--- src/rtl/flappy_pkg.sv ---
// -----------------------------------------------------------------------------
// flappy_pkg
// Shared definitions for the pipe generator:
//   - status encodings driven by the game controller (ST_IDLE/ST_RUN/ST_OVER)
//   - FSM state type of pipe_gen
//   - bit offsets of the packed pipe word {x_r[15:0], gap_top[15:0]}
//   - number of pipe slots
// No ports (package).
// -----------------------------------------------------------------------------
package flappy_pkg;

  // Game status as seen on pipe_gen.status; 2'b11 is treated like ST_OVER.
  localparam logic [1:0] ST_IDLE = 2'b00;
  localparam logic [1:0] ST_RUN  = 2'b01;
  localparam logic [1:0] ST_OVER = 2'b10;

  typedef enum logic [1:0] {
    S_IDLE   = 2'd0,
    S_RUN    = 2'd1,
    S_FROZEN = 2'd2
  } state_t;

  // Pipe word layout: right edge in the upper half, gap top in the lower half.
  localparam int X_MSB   = 31;
  localparam int X_LSB   = 16;
  localparam int GAP_MSB = 15;
  localparam int GAP_LSB = 0;

  localparam int NUM_PIPES = 3;

endpackage

--- src/rtl/lfsr16.sv ---
// -----------------------------------------------------------------------------
// lfsr16
// Free-running 16-bit Fibonacci LFSR, taps 16,14,13,11 (bits 15,13,12,10),
// shifting left with the feedback bit entering at bit 0.
// Ports:
//   clk  - system clock
//   rst  - synchronous active-high reset, loads SEED
//   q    - current LFSR state
// -----------------------------------------------------------------------------
module lfsr16
  import flappy_pkg::*;
#(
  parameter logic [15:0] SEED = 16'hACE1
) (
  input  logic        clk,
  input  logic        rst,
  output logic [15:0] q
);

  logic [15:0] r_lfsr;
  logic        w_fb;

  assign w_fb = r_lfsr[15] ^ r_lfsr[13] ^ r_lfsr[12] ^ r_lfsr[10];

  // NOTE: clocked state uses non-blocking (<=) so every register samples
  // pre-edge values regardless of process ordering.
  always_ff @(posedge clk) begin
    if (rst) r_lfsr <= SEED;
    else     r_lfsr <= {r_lfsr[14:0], w_fb};
  end

  assign q = r_lfsr;

endmodule

--- src/rtl/pipe_gen.sv ---
// -----------------------------------------------------------------------------
// pipe_gen
// Generates three scrolling pipes for a side-scroller. Each pipe is described
// by its right edge x_r (the display draws x_r-PIPE_W .. x_r-1) and the top
// of its gap. Pipes scroll left by `speed` px on every tick while running and
// respawn 3*SPACING further right with a pseudo-random gap.
// Optional feature macro: PIPE_SPEEDUP_EN -- every 8 passes raise the scroll
// speed by one, saturating at SPEED_MAX. Without it speed is fixed at SPEED0.
// Ports:
//   clk    - system clock
//   rst    - synchronous active-high reset
//   tick   - one-cycle frame-advance strobe
//   status - game state: 00 idle, 01 run, 10/11 over
//   pipe1..pipe3 - {x_r[15:0], gap_top[15:0]} per pipe, registered
//   pass   - one-cycle pulse after a tick in which a pipe crossed BIRD_X
//   speed  - current scroll speed in px/tick
// -----------------------------------------------------------------------------
module pipe_gen
  import flappy_pkg::*;
#(
  parameter int          SCREEN_W  = 640,
  parameter int          PIPE_W    = 52,
  parameter int          SPACING   = 240,
  parameter int          BIRD_X    = 160,
  parameter int          GAP_MIN   = 64,
  parameter int          SPEED0    = 2,
  parameter int          SPEED_MAX = 4,
  parameter logic [15:0] LFSR_SEED = 16'hACE1
) (
  input  logic        clk,
  input  logic        rst,
  input  logic        tick,
  input  logic [1:0]  status,
  output logic [31:0] pipe1,
  output logic [31:0] pipe2,
  output logic [31:0] pipe3,
  output logic        pass,
  output logic [2:0]  speed
);

  localparam logic [15:0] WRAP      = 16'(3 * SPACING);
  localparam logic [15:0] BIRD      = 16'(BIRD_X);
  localparam logic [15:0] GAP_BASE  = 16'(GAP_MIN);
  localparam logic [15:0] GAP_INIT  = 16'(GAP_MIN + 128);
  // Base speed can never start above the ceiling.
  localparam logic [2:0]  SPD_START = 3'((SPEED0 > SPEED_MAX) ? SPEED_MAX : SPEED0);

  state_t                        r_state;
  state_t                        w_state_next;
  logic [15:0]                   w_lfsr;
  logic [2:0]                    w_speed;
  logic [15:0]                   w_speed16;
  logic                          w_reinit;
  logic                          w_step;
  logic                          w_pass_evt;
  logic                          r_pass;
  logic [NUM_PIPES-1:0]          w_respawn_vec;
  logic [NUM_PIPES-1:0]          w_cross;
  logic [NUM_PIPES-1:0][31:0]    w_pipe_word;

  lfsr16 #(.SEED(LFSR_SEED)) u_lfsr (
    .clk (clk),
    .rst (rst),
    .q   (w_lfsr)
  );

  // ---------------------------------------------------------------- FSM
  always_ff @(posedge clk) begin
    if (rst) r_state <= S_IDLE;
    else     r_state <= w_state_next;
  end

  // NOTE: the default assignment before the case keeps this block free of
  // inferred latches.
  always_comb begin
    w_state_next = r_state;
    case (r_state)
      S_IDLE:   if (status == ST_RUN) w_state_next = S_RUN;
      S_RUN: begin
        if (status == ST_IDLE)     w_state_next = S_IDLE;
        else if (status[1])        w_state_next = S_FROZEN;  // 10 or 11
      end
      S_FROZEN: begin
        if (status == ST_IDLE)     w_state_next = S_IDLE;
        else if (status == ST_RUN) w_state_next = S_RUN;
      end
      default:                     w_state_next = S_IDLE;
    endcase
  end

  // Being in (or entering) IDLE pins the pipes, speed and pass counter to
  // their start values; this both holds them in IDLE and reinitialises them.
  assign w_reinit = (w_state_next == S_IDLE);
  // A tick is judged by the current state; reinit overrides its effect.
  assign w_step    = (r_state == S_RUN) && tick && !w_reinit;
  assign w_speed16 = {13'd0, w_speed};

  // ---------------------------------------------------------- pipe slots
  for (genvar gi = 0; gi < NUM_PIPES; gi++) begin : g_slot
    localparam logic [15:0]          X_INIT     = 16'(SCREEN_W + PIPE_W + gi * SPACING);
    localparam logic [NUM_PIPES-1:0] LOWER_MASK = NUM_PIPES'((1 << gi) - 1);

    logic [15:0] r_x;
    logic [15:0] r_gap;
    logic [15:0] w_x_next;
    logic [15:0] w_gap_new;
    logic        w_respawn;
    logic        w_hi_byte;

    assign w_respawn         = !(r_x > w_speed16);
    assign w_respawn_vec[gi] = w_respawn;
    // On respawn the wrap distance is added before subtracting speed so the
    // 16-bit arithmetic never goes below zero.
    assign w_x_next  = w_respawn ? (r_x + WRAP) - w_speed16 : r_x - w_speed16;
    // A lower-numbered slot respawning on the same tick already took the low
    // LFSR byte, so this slot takes the high byte.
    assign w_hi_byte = |(w_respawn_vec & LOWER_MASK);
    assign w_gap_new = GAP_BASE + {8'd0, (w_hi_byte ? w_lfsr[15:8] : w_lfsr[7:0])};
    assign w_cross[gi] = (r_x > BIRD) && (w_x_next <= BIRD);

    always_ff @(posedge clk) begin
      if (rst || w_reinit) begin
        r_x   <= X_INIT;
        r_gap <= GAP_INIT;
      end else if (w_step) begin
        r_x <= w_x_next;
        if (w_respawn) r_gap <= w_gap_new;
      end
    end

    assign w_pipe_word[gi][X_MSB:X_LSB]     = r_x;
    assign w_pipe_word[gi][GAP_MSB:GAP_LSB] = r_gap;
  end

  // ----------------------------------------------------------- pass pulse
  assign w_pass_evt = w_step && (|w_cross);

  always_ff @(posedge clk) begin
    if (rst) r_pass <= 1'b0;
    else     r_pass <= w_pass_evt;
  end

  // ---------------------------------------------------------------- speed
`ifdef PIPE_SPEEDUP_EN
  localparam logic [2:0] SPD_MAX = 3'(SPEED_MAX);

  logic [2:0] r_pass_cnt;
  logic [2:0] r_speed;

  always_ff @(posedge clk) begin
    if (rst || w_reinit) begin
      r_pass_cnt <= '0;
      r_speed    <= SPD_START;
    end else if (w_pass_evt) begin
      r_pass_cnt <= r_pass_cnt + 3'd1;
      // Counter wrapping 7->0 marks the eighth pass of the group.
      if (r_pass_cnt == 3'd7 && r_speed < SPD_MAX) r_speed <= r_speed + 3'd1;
    end
  end

  assign w_speed = r_speed;
`else
  assign w_speed = SPD_START;
`endif

  assign pipe1 = w_pipe_word[0];
  assign pipe2 = w_pipe_word[1];
  assign pipe3 = w_pipe_word[2];
  assign pass  = r_pass;
  assign speed = w_speed;

endmodule

--- config.mk ---
export PLATFORM = sky130hd
export DESIGN_NAME = pipe_gen
export DESIGN_NICKNAME = d
export VERILOG_FILES = /design/src/rtl/flappy_pkg.sv /design/src/rtl/lfsr16.sv /design/src/rtl/pipe_gen.sv
export SDC_FILE = /design/constraint.sdc
export NUM_CORES = 1
export LEC_CHECK = 0
export ABC_AREA = 1
export CORE_UTILIZATION = 52
export CTS_CLUSTER_DIAMETER = 100
export CTS_CLUSTER_SIZE = 24
export DETAILED_ROUTE_END_ITERATION = 7
export PLACE_DENSITY = 0.8
export SYNTH_ARGS = -nofsm -noshare
export SYNTH_HDL_FRONTEND = slang
export SYNTH_SLANG_ARGS = --single-unit
--- constraint.sdc ---
create_clock -name clk -period 2.35 [get_ports clk]
set_clock_uncertainty 0.2 [all_clocks]
set_input_delay 0.47 -clock clk [delete_from_list [all_inputs] [get_ports clk]]
set_output_delay 0.47 -clock clk [all_outputs]
set_load 0.02 [all_outputs]
# Word level (Yosys, flattened, before mapping)
# Cells that the tools add are included.
dict set report op_classes {
  muxes 10
  order_cmp 9
  n_reduce_logical 18
  n_bitwise 6
  n_addsub 12
  eq_ne 3
}
# op count
set op_table {}
lappend op_table {{subtractor 16 x 2 -> 16 bit, second input constant} 6}
lappend op_table {{adder 16 x 10 -> 16 bit, second input constant} 3}
lappend op_table {{greater-than comparator 16 x 2 -> 1 bit, second input constant} 3}
lappend op_table {{greater-than comparator 16 x 8 -> 1 bit, second input constant} 3}
lappend op_table {{<= comparator 16 x 8 -> 1 bit, second input constant} 3}
lappend op_table {{2-to-1 mux 16 bit} 3}
lappend op_table {{adder 7 x 8 -> 9 bit, first input constant} 3}
lappend op_table {{2-to-1 mux 8 bit} 2}
lappend op_table {{2-to-1 mux 2 bit} 4}
lappend op_table {{logical AND 1 bit} 6}
lappend op_table {{logical NOT 2 bit} 3}
lappend op_table {{one-hot mux 2 bit (3 select lines)} 1}
lappend op_table {{AND reduction 2 bit} 3}
lappend op_table {{== test 2 x 1 -> 1 bit, second input constant} 2}
lappend op_table {{logical NOT 1 bit} 3}
lappend op_table {{NOT 1 bit} 3}
lappend op_table {{OR reduction 3 bit} 1}
lappend op_table {{XOR 1 bit} 3}
lappend op_table {{== test 2 bit, second input constant} 1}
lappend op_table {{OR reduction 2 bit} 1}
lappend op_table {{logical OR 1 bit} 1}
dict set report totals {
  wordCells 67
  output_inout_bits 100
  input_bits 5
  register_bits 115
}

# Depth between registers and ports, before layout
dict set report depth {
  word_depth 8
  ltp_mapped 17
  ltp_nobuf 17
}

# By module
# A second synthesis with hierarchy kept.
dict set report hier_totals {
  hier_cells 747
  area_unflattened_um2 5158.7
}
# mod seq_area_each_um2 instances cells_each area_per_inst_um2
set modules_own_cells {}
lappend modules_own_cells {pipe_gen 1501.4 1 688 4655.7}
lappend modules_own_cells {lfsr16 320.3 1 59 503.0}

# Worst setup path after synthesis
# Ideal clock, no wire load.
dict set report synth_timing {
  path_type {register to register}
  startpoint {register g_slot[1].r_x[2]}
  endpoint {register g_slot[2].r_gap[7]}
  slack_ns 0.121
  setup_time_ns 0.133
  required_ns 2.017
  stages_incl_launch_ff 17
  n_path_buf 2
  t_arrival_ns 1.896
  period_less_slack_ns 2.229
  path_cell_list {dfxtp_1 -> inv_1 -> ha_1 -> inv_1 -> nor2_1 -> nand2_1 -> nor2_1 -> nand2_1 -> nand2_2 -> buf_6 -> nor2_2 -> buf_6 -> nor2_1 -> a21oi_1 -> ha_1 -> nand2_1 -> nand3_1}
}
dict set report synth_between {
  elab_chain_len 5
}
# element line_no
set synth_rtl {}
lappend synth_rtl {{from (decl)} pipe_gen.sv:103} ;# logic [15:0] r_x;
lappend synth_rtl {{from (signal assigned)} pipe_gen.sv:126} ;# r_x <= w_x_next;
lappend synth_rtl {{greater-than comparator 16 x 2 -> 1 bit} pipe_gen.sv:110} ;# assign w_respawn = !(r_x > w_speed16);
lappend synth_rtl {{logical NOT 1 bit} pipe_gen.sv:110}
lappend synth_rtl {{OR reduction 2 bit} pipe_gen.sv:117} ;# assign w_hi_byte = |(w_respawn_vec & LOWER_MASK);
lappend synth_rtl {{2-to-1 mux 8 bit} pipe_gen.sv:118} ;# assign w_gap_new = GAP_BASE + {8'd0, (w_hi_byte ? w_lfsr[15:8] : w_lfsr[7:0])};
lappend synth_rtl {{adder 7 x 8 -> 9 bit} pipe_gen.sv:118}
lappend synth_rtl {{named net g_slot[2].w_gap_new[7]} pipe_gen.sv:106} ;# logic [15:0] w_gap_new;
lappend synth_rtl {{to (signal assigned)} pipe_gen.sv:127} ;# if (w_respawn) r_gap <= w_gap_new;
lappend synth_rtl {{to (decl)} pipe_gen.sv:104} ;# logic [15:0] r_gap;
# The timed path passes the listed nets, and every way through them passes these cells.
# A chain may end at the register's enable or synchronous reset.

# Worst setup path in the final report
dict set report layout_timing {
  startpoint {register g_slot[0].r_x[6]}
  endpoint {output port pipe1[22]}
}
# element line_no
set layout_lines {}
lappend layout_lines {{from (decl)} pipe_gen.sv:103}
lappend layout_lines {{from (signal assigned)} pipe_gen.sv:126}
lappend layout_lines {{to (decl)} pipe_gen.sv:34} ;# output logic [31:0] pipe1,
# No word-level cell between the ends.

==> impl_results.md <==
* Clk root buf: clkbuf_8
* Buffers added on ports at 77
* CTS tree: yes
* Clock buffer depth at 2
* Pre-CTS setup slack at -0.0578 ns
* Worst setup margin at 0.127 ns
* Largest family of logic cells by synthesized area: simple AND/OR/NAND/NOR gates
* Final Slew Violations at 0
* Cells after synthesis at 728
* Initial drt markers at 218
* CP Data Arrival Time at 1.55 ns
* Routed Antenna Nets at 0
* Adder-Cell Fraction of Synth Area at 0.0224
* Final WL at 13200 um
* Max cap viols at 0
* Worst path max stage delay at 0.61 ns
* Cts bufs inserted at 9
* Die ar. at 10000 um^2
* Top delay family on crit path: buffers and inverters
* P&R area growth vs syn at 22.3%
* Leading area contributor after synthesis: dfxtp_1
* Switching Share at 0.282
* Hold crit path type: flip-flop to flip-flop
* Cell Int Power at 0.00204 W
* Status: finished clean
* Clock power frac at 0.370
* GRT Residual Overflow at 0
* Largest net degree at the start of global routing at 31
* Vias per cell at 5.23
* Yosys top cell area share at 0.363
* Global-route wire length before repair at 21900 um
* CP required at 1.68 ns
* Leak Pwr at 2.76 nW
* FMAX at 450 MHz
* Share of layout cells above drive strength 1 at 0.101
* Crit-path slowest cell: clkdlybuf4s50_1
* Stages on worst setup path at 2
* Worst Reg2Reg Path Length in Cells at 11
* Final Hold Vio Count at 0
* Worst Setup Path Type: flip-flop to primary output
* Total Routing Usage GR at 0.271
* Crit start category: flip-flop
* CP bufs+invs at 2
* Crit-path max FO at 5
* Final nets at 829
* Worst path cell trace: buf_4 -> clkdlybuf4s50_1
* Register bit total from synthesis at 91
* RSZ-0062 raised after global routing: false
* Max VDD drop at 0.317 mV
* Largest cells by area after synthesis: dfxtp_1 (36%), nand2_1 (11%), nor2_1 (7.9%)
* Core Region at 9280 um^2
* Post-synth design cell area at 5020 um^2
* Yosys cell types at 36
* Postcts setup bufs at 0
* Die height at 100 um
* Power density over the cells at 463 nW/um^2
* Logic pwr share at 0.070
* Die width at 100 um
* Syn avg cell area at 6.89 um^2
* CTS Sinks at 91
* Vias in the first global route at 4624
* Synth Area in Compound Gates at 0.169
* Hold depth at 2
* Synth warn at 0
* HPWL Detailed at 9750 um
* Initial antenna violation count at 0
* Post-Synth XOR/XNOR Area at 0.0419
* DR vias at 4964
* CP endpoint kind: primary output
* DRC at 0
* # rows at 35
* Flop pwr share at 0.560
* Placer Congestion at 0.912
* Final setup viols at 0
* Synth Area in Simple Gates at 0.272
* Fin crit share at 0.946
* Reg clk slew, reported paths at 0.10 ns
* IO Pins at 105
* Worst-Skew Late Latency at 0.37 ns
* Sw power at 0.000799 W
* Minimum clock period after layout at 2.22 ns
* Routed WL per cell at 14.0 um
* Htree depth at 3
* Starting Density at 0.540
* Drt pass-1 iters at 6
* Hold Slack at 0.267 ns
* Sequential fraction of the synthesis area at 0.363
* Post-synthesis mux area share at 0
* # diodes at 0
-- final cells by class --
class / instances / area, um^2
flip-flops and latches: 91 / 1820
clock buffers: 9 / 124
fillers: 840 / 3150
multi-input cells: 529 / 2670
clock inverters: 7 / 65.1
repair buffers: 103 / 991
inverters: 81 / 307
well taps: 129 / 161
-- cell usage after synthesis --
master / n
or2_2: 2
nand3_1: 29
buf_1: 1
clkinv_1: 1
a211oi_1: 8
nor3_1: 7
a31oi_1: 5
nor2_2: 10
xor2_1: 15
ha_1: 9
nor2_1: 105
nand2_4: 1
buf_6: 5
conb_1: 2
inv_1: 77
xnor2_1: 9
o221ai_1: 5
nand3b_1: 2
nand3_2: 3
o21ai_0: 64
inv_2: 3
nor3_2: 1
buf_2: 4
o211ai_1: 9
clkbuf_1: 13
o211ai_2: 2
o21bai_1: 2
buf_4: 29
dfxtp_1: 91
nand2_2: 9
nor2_4: 3
o21ai_1: 1
nand2_1: 141
a21oi_1: 56
nand3b_2: 1
nand4_1: 3
-- worst reg2reg max path, delay by kind of cell (launching register included) --
kind / cells / cell delay [ns]
AO/OA/AOI/OAI: 1 / 0.10
adder cells (fa/ha/maj): 1 / 0.27
buffers and inverters: 1 / 0.19
flip-flops: 1 / 0.40
AND/OR/NAND/NOR: 8 / 0.88
-- flip-flops by register name, summed over array words and instances, names as in the netlist --
register	count
pass	1
g_slot.r_x	45
r_state	2
g_slot.r_gap	27
u_lfsr.q	16
-- layer usage --
metal / up-vias / wire, um / GRT usage
li1: 2468 / - / -
met1: 2263 / 5800 / 0.364
met2: 213 / 6320 / 0.452
met3: 20 / 924 / 0.0334
met4: 0 / 197 / 0.0892
met5: - / 0 / 0
-- cells in the final DEF, fill, tap and decap left out, types with 6 or more instances in the layout --
cell	n
o21ai_0	63
nand2_1	141
nand2_2	8
o211ai_1	9
nor3_1	6
xnor2_1	9
a211oi_1	8
xor2_1	15
ha_1	9
nor2_2	11
nor2_1	102
dfxtp_1	90
inv_1	76
nand3_1	29
clkbuf_8	9
conb_1	27
clkdlybuf4s50_1	77
a21oi_1	56
buf_4	24
-- through the flow --
step	total power (W)	setup TNS [ns]	area [um^2]	utilization	instances
floorplan	0.00179	0	5110	-	753
global placement	0.00182	0	5920	0.637	933
detailed placement	0.00182	-0.299	5920	0.637	933
CTS	0.00284	0	6100	0.658	949
global route	0.00293	0	6140	0.661	949
finish	0.00284	0	6140	0.661	949
-- path summary, 6_finish.rpt --
kind                    start                 end  slack (ns)
min               u_lfsr.q[9]        u_lfsr.q[10]        0.27
max reg2reg  g_slot[0].r_x[5]  g_slot[1].r_gap[7]        0.18
max          g_slot[0].r_x[6]           pipe1[22]        0.13
min reg2reg       u_lfsr.q[9]        u_lfsr.q[10]        0.27
-- cells by family (layout without fill, tap and decap cells) --
kind of cell,after synthesis,after routing
simple gates,317,317
compound gates,152,152
buf+inv,133,200
flops,91,91
xor+xnor,24,24
fa+ha+maj,9,9
other cells,2,27
-- power by group through the flow --
stage	logic (W)	registers [W]	clock network, W
after global routing	0.000218	0.00159	0.00112
after floorplan	0.000163	0.00162	0
final	0.000198	0.00159	0.00105
after CTS	0.000196	0.00159	0.00106
after global placement	0.000191	0.00162	0
after detailed placement	0.000196	0.00162	0
-- timing repair --
item | CTS | global route
hold endpoints to repair | 0 | 0
setup endpoints to repair | 0 | 16
gates resized for setup | 0 | 12
hold buffers | 0 | 0
No activity file was read; power rests on OpenSTA's default activity.
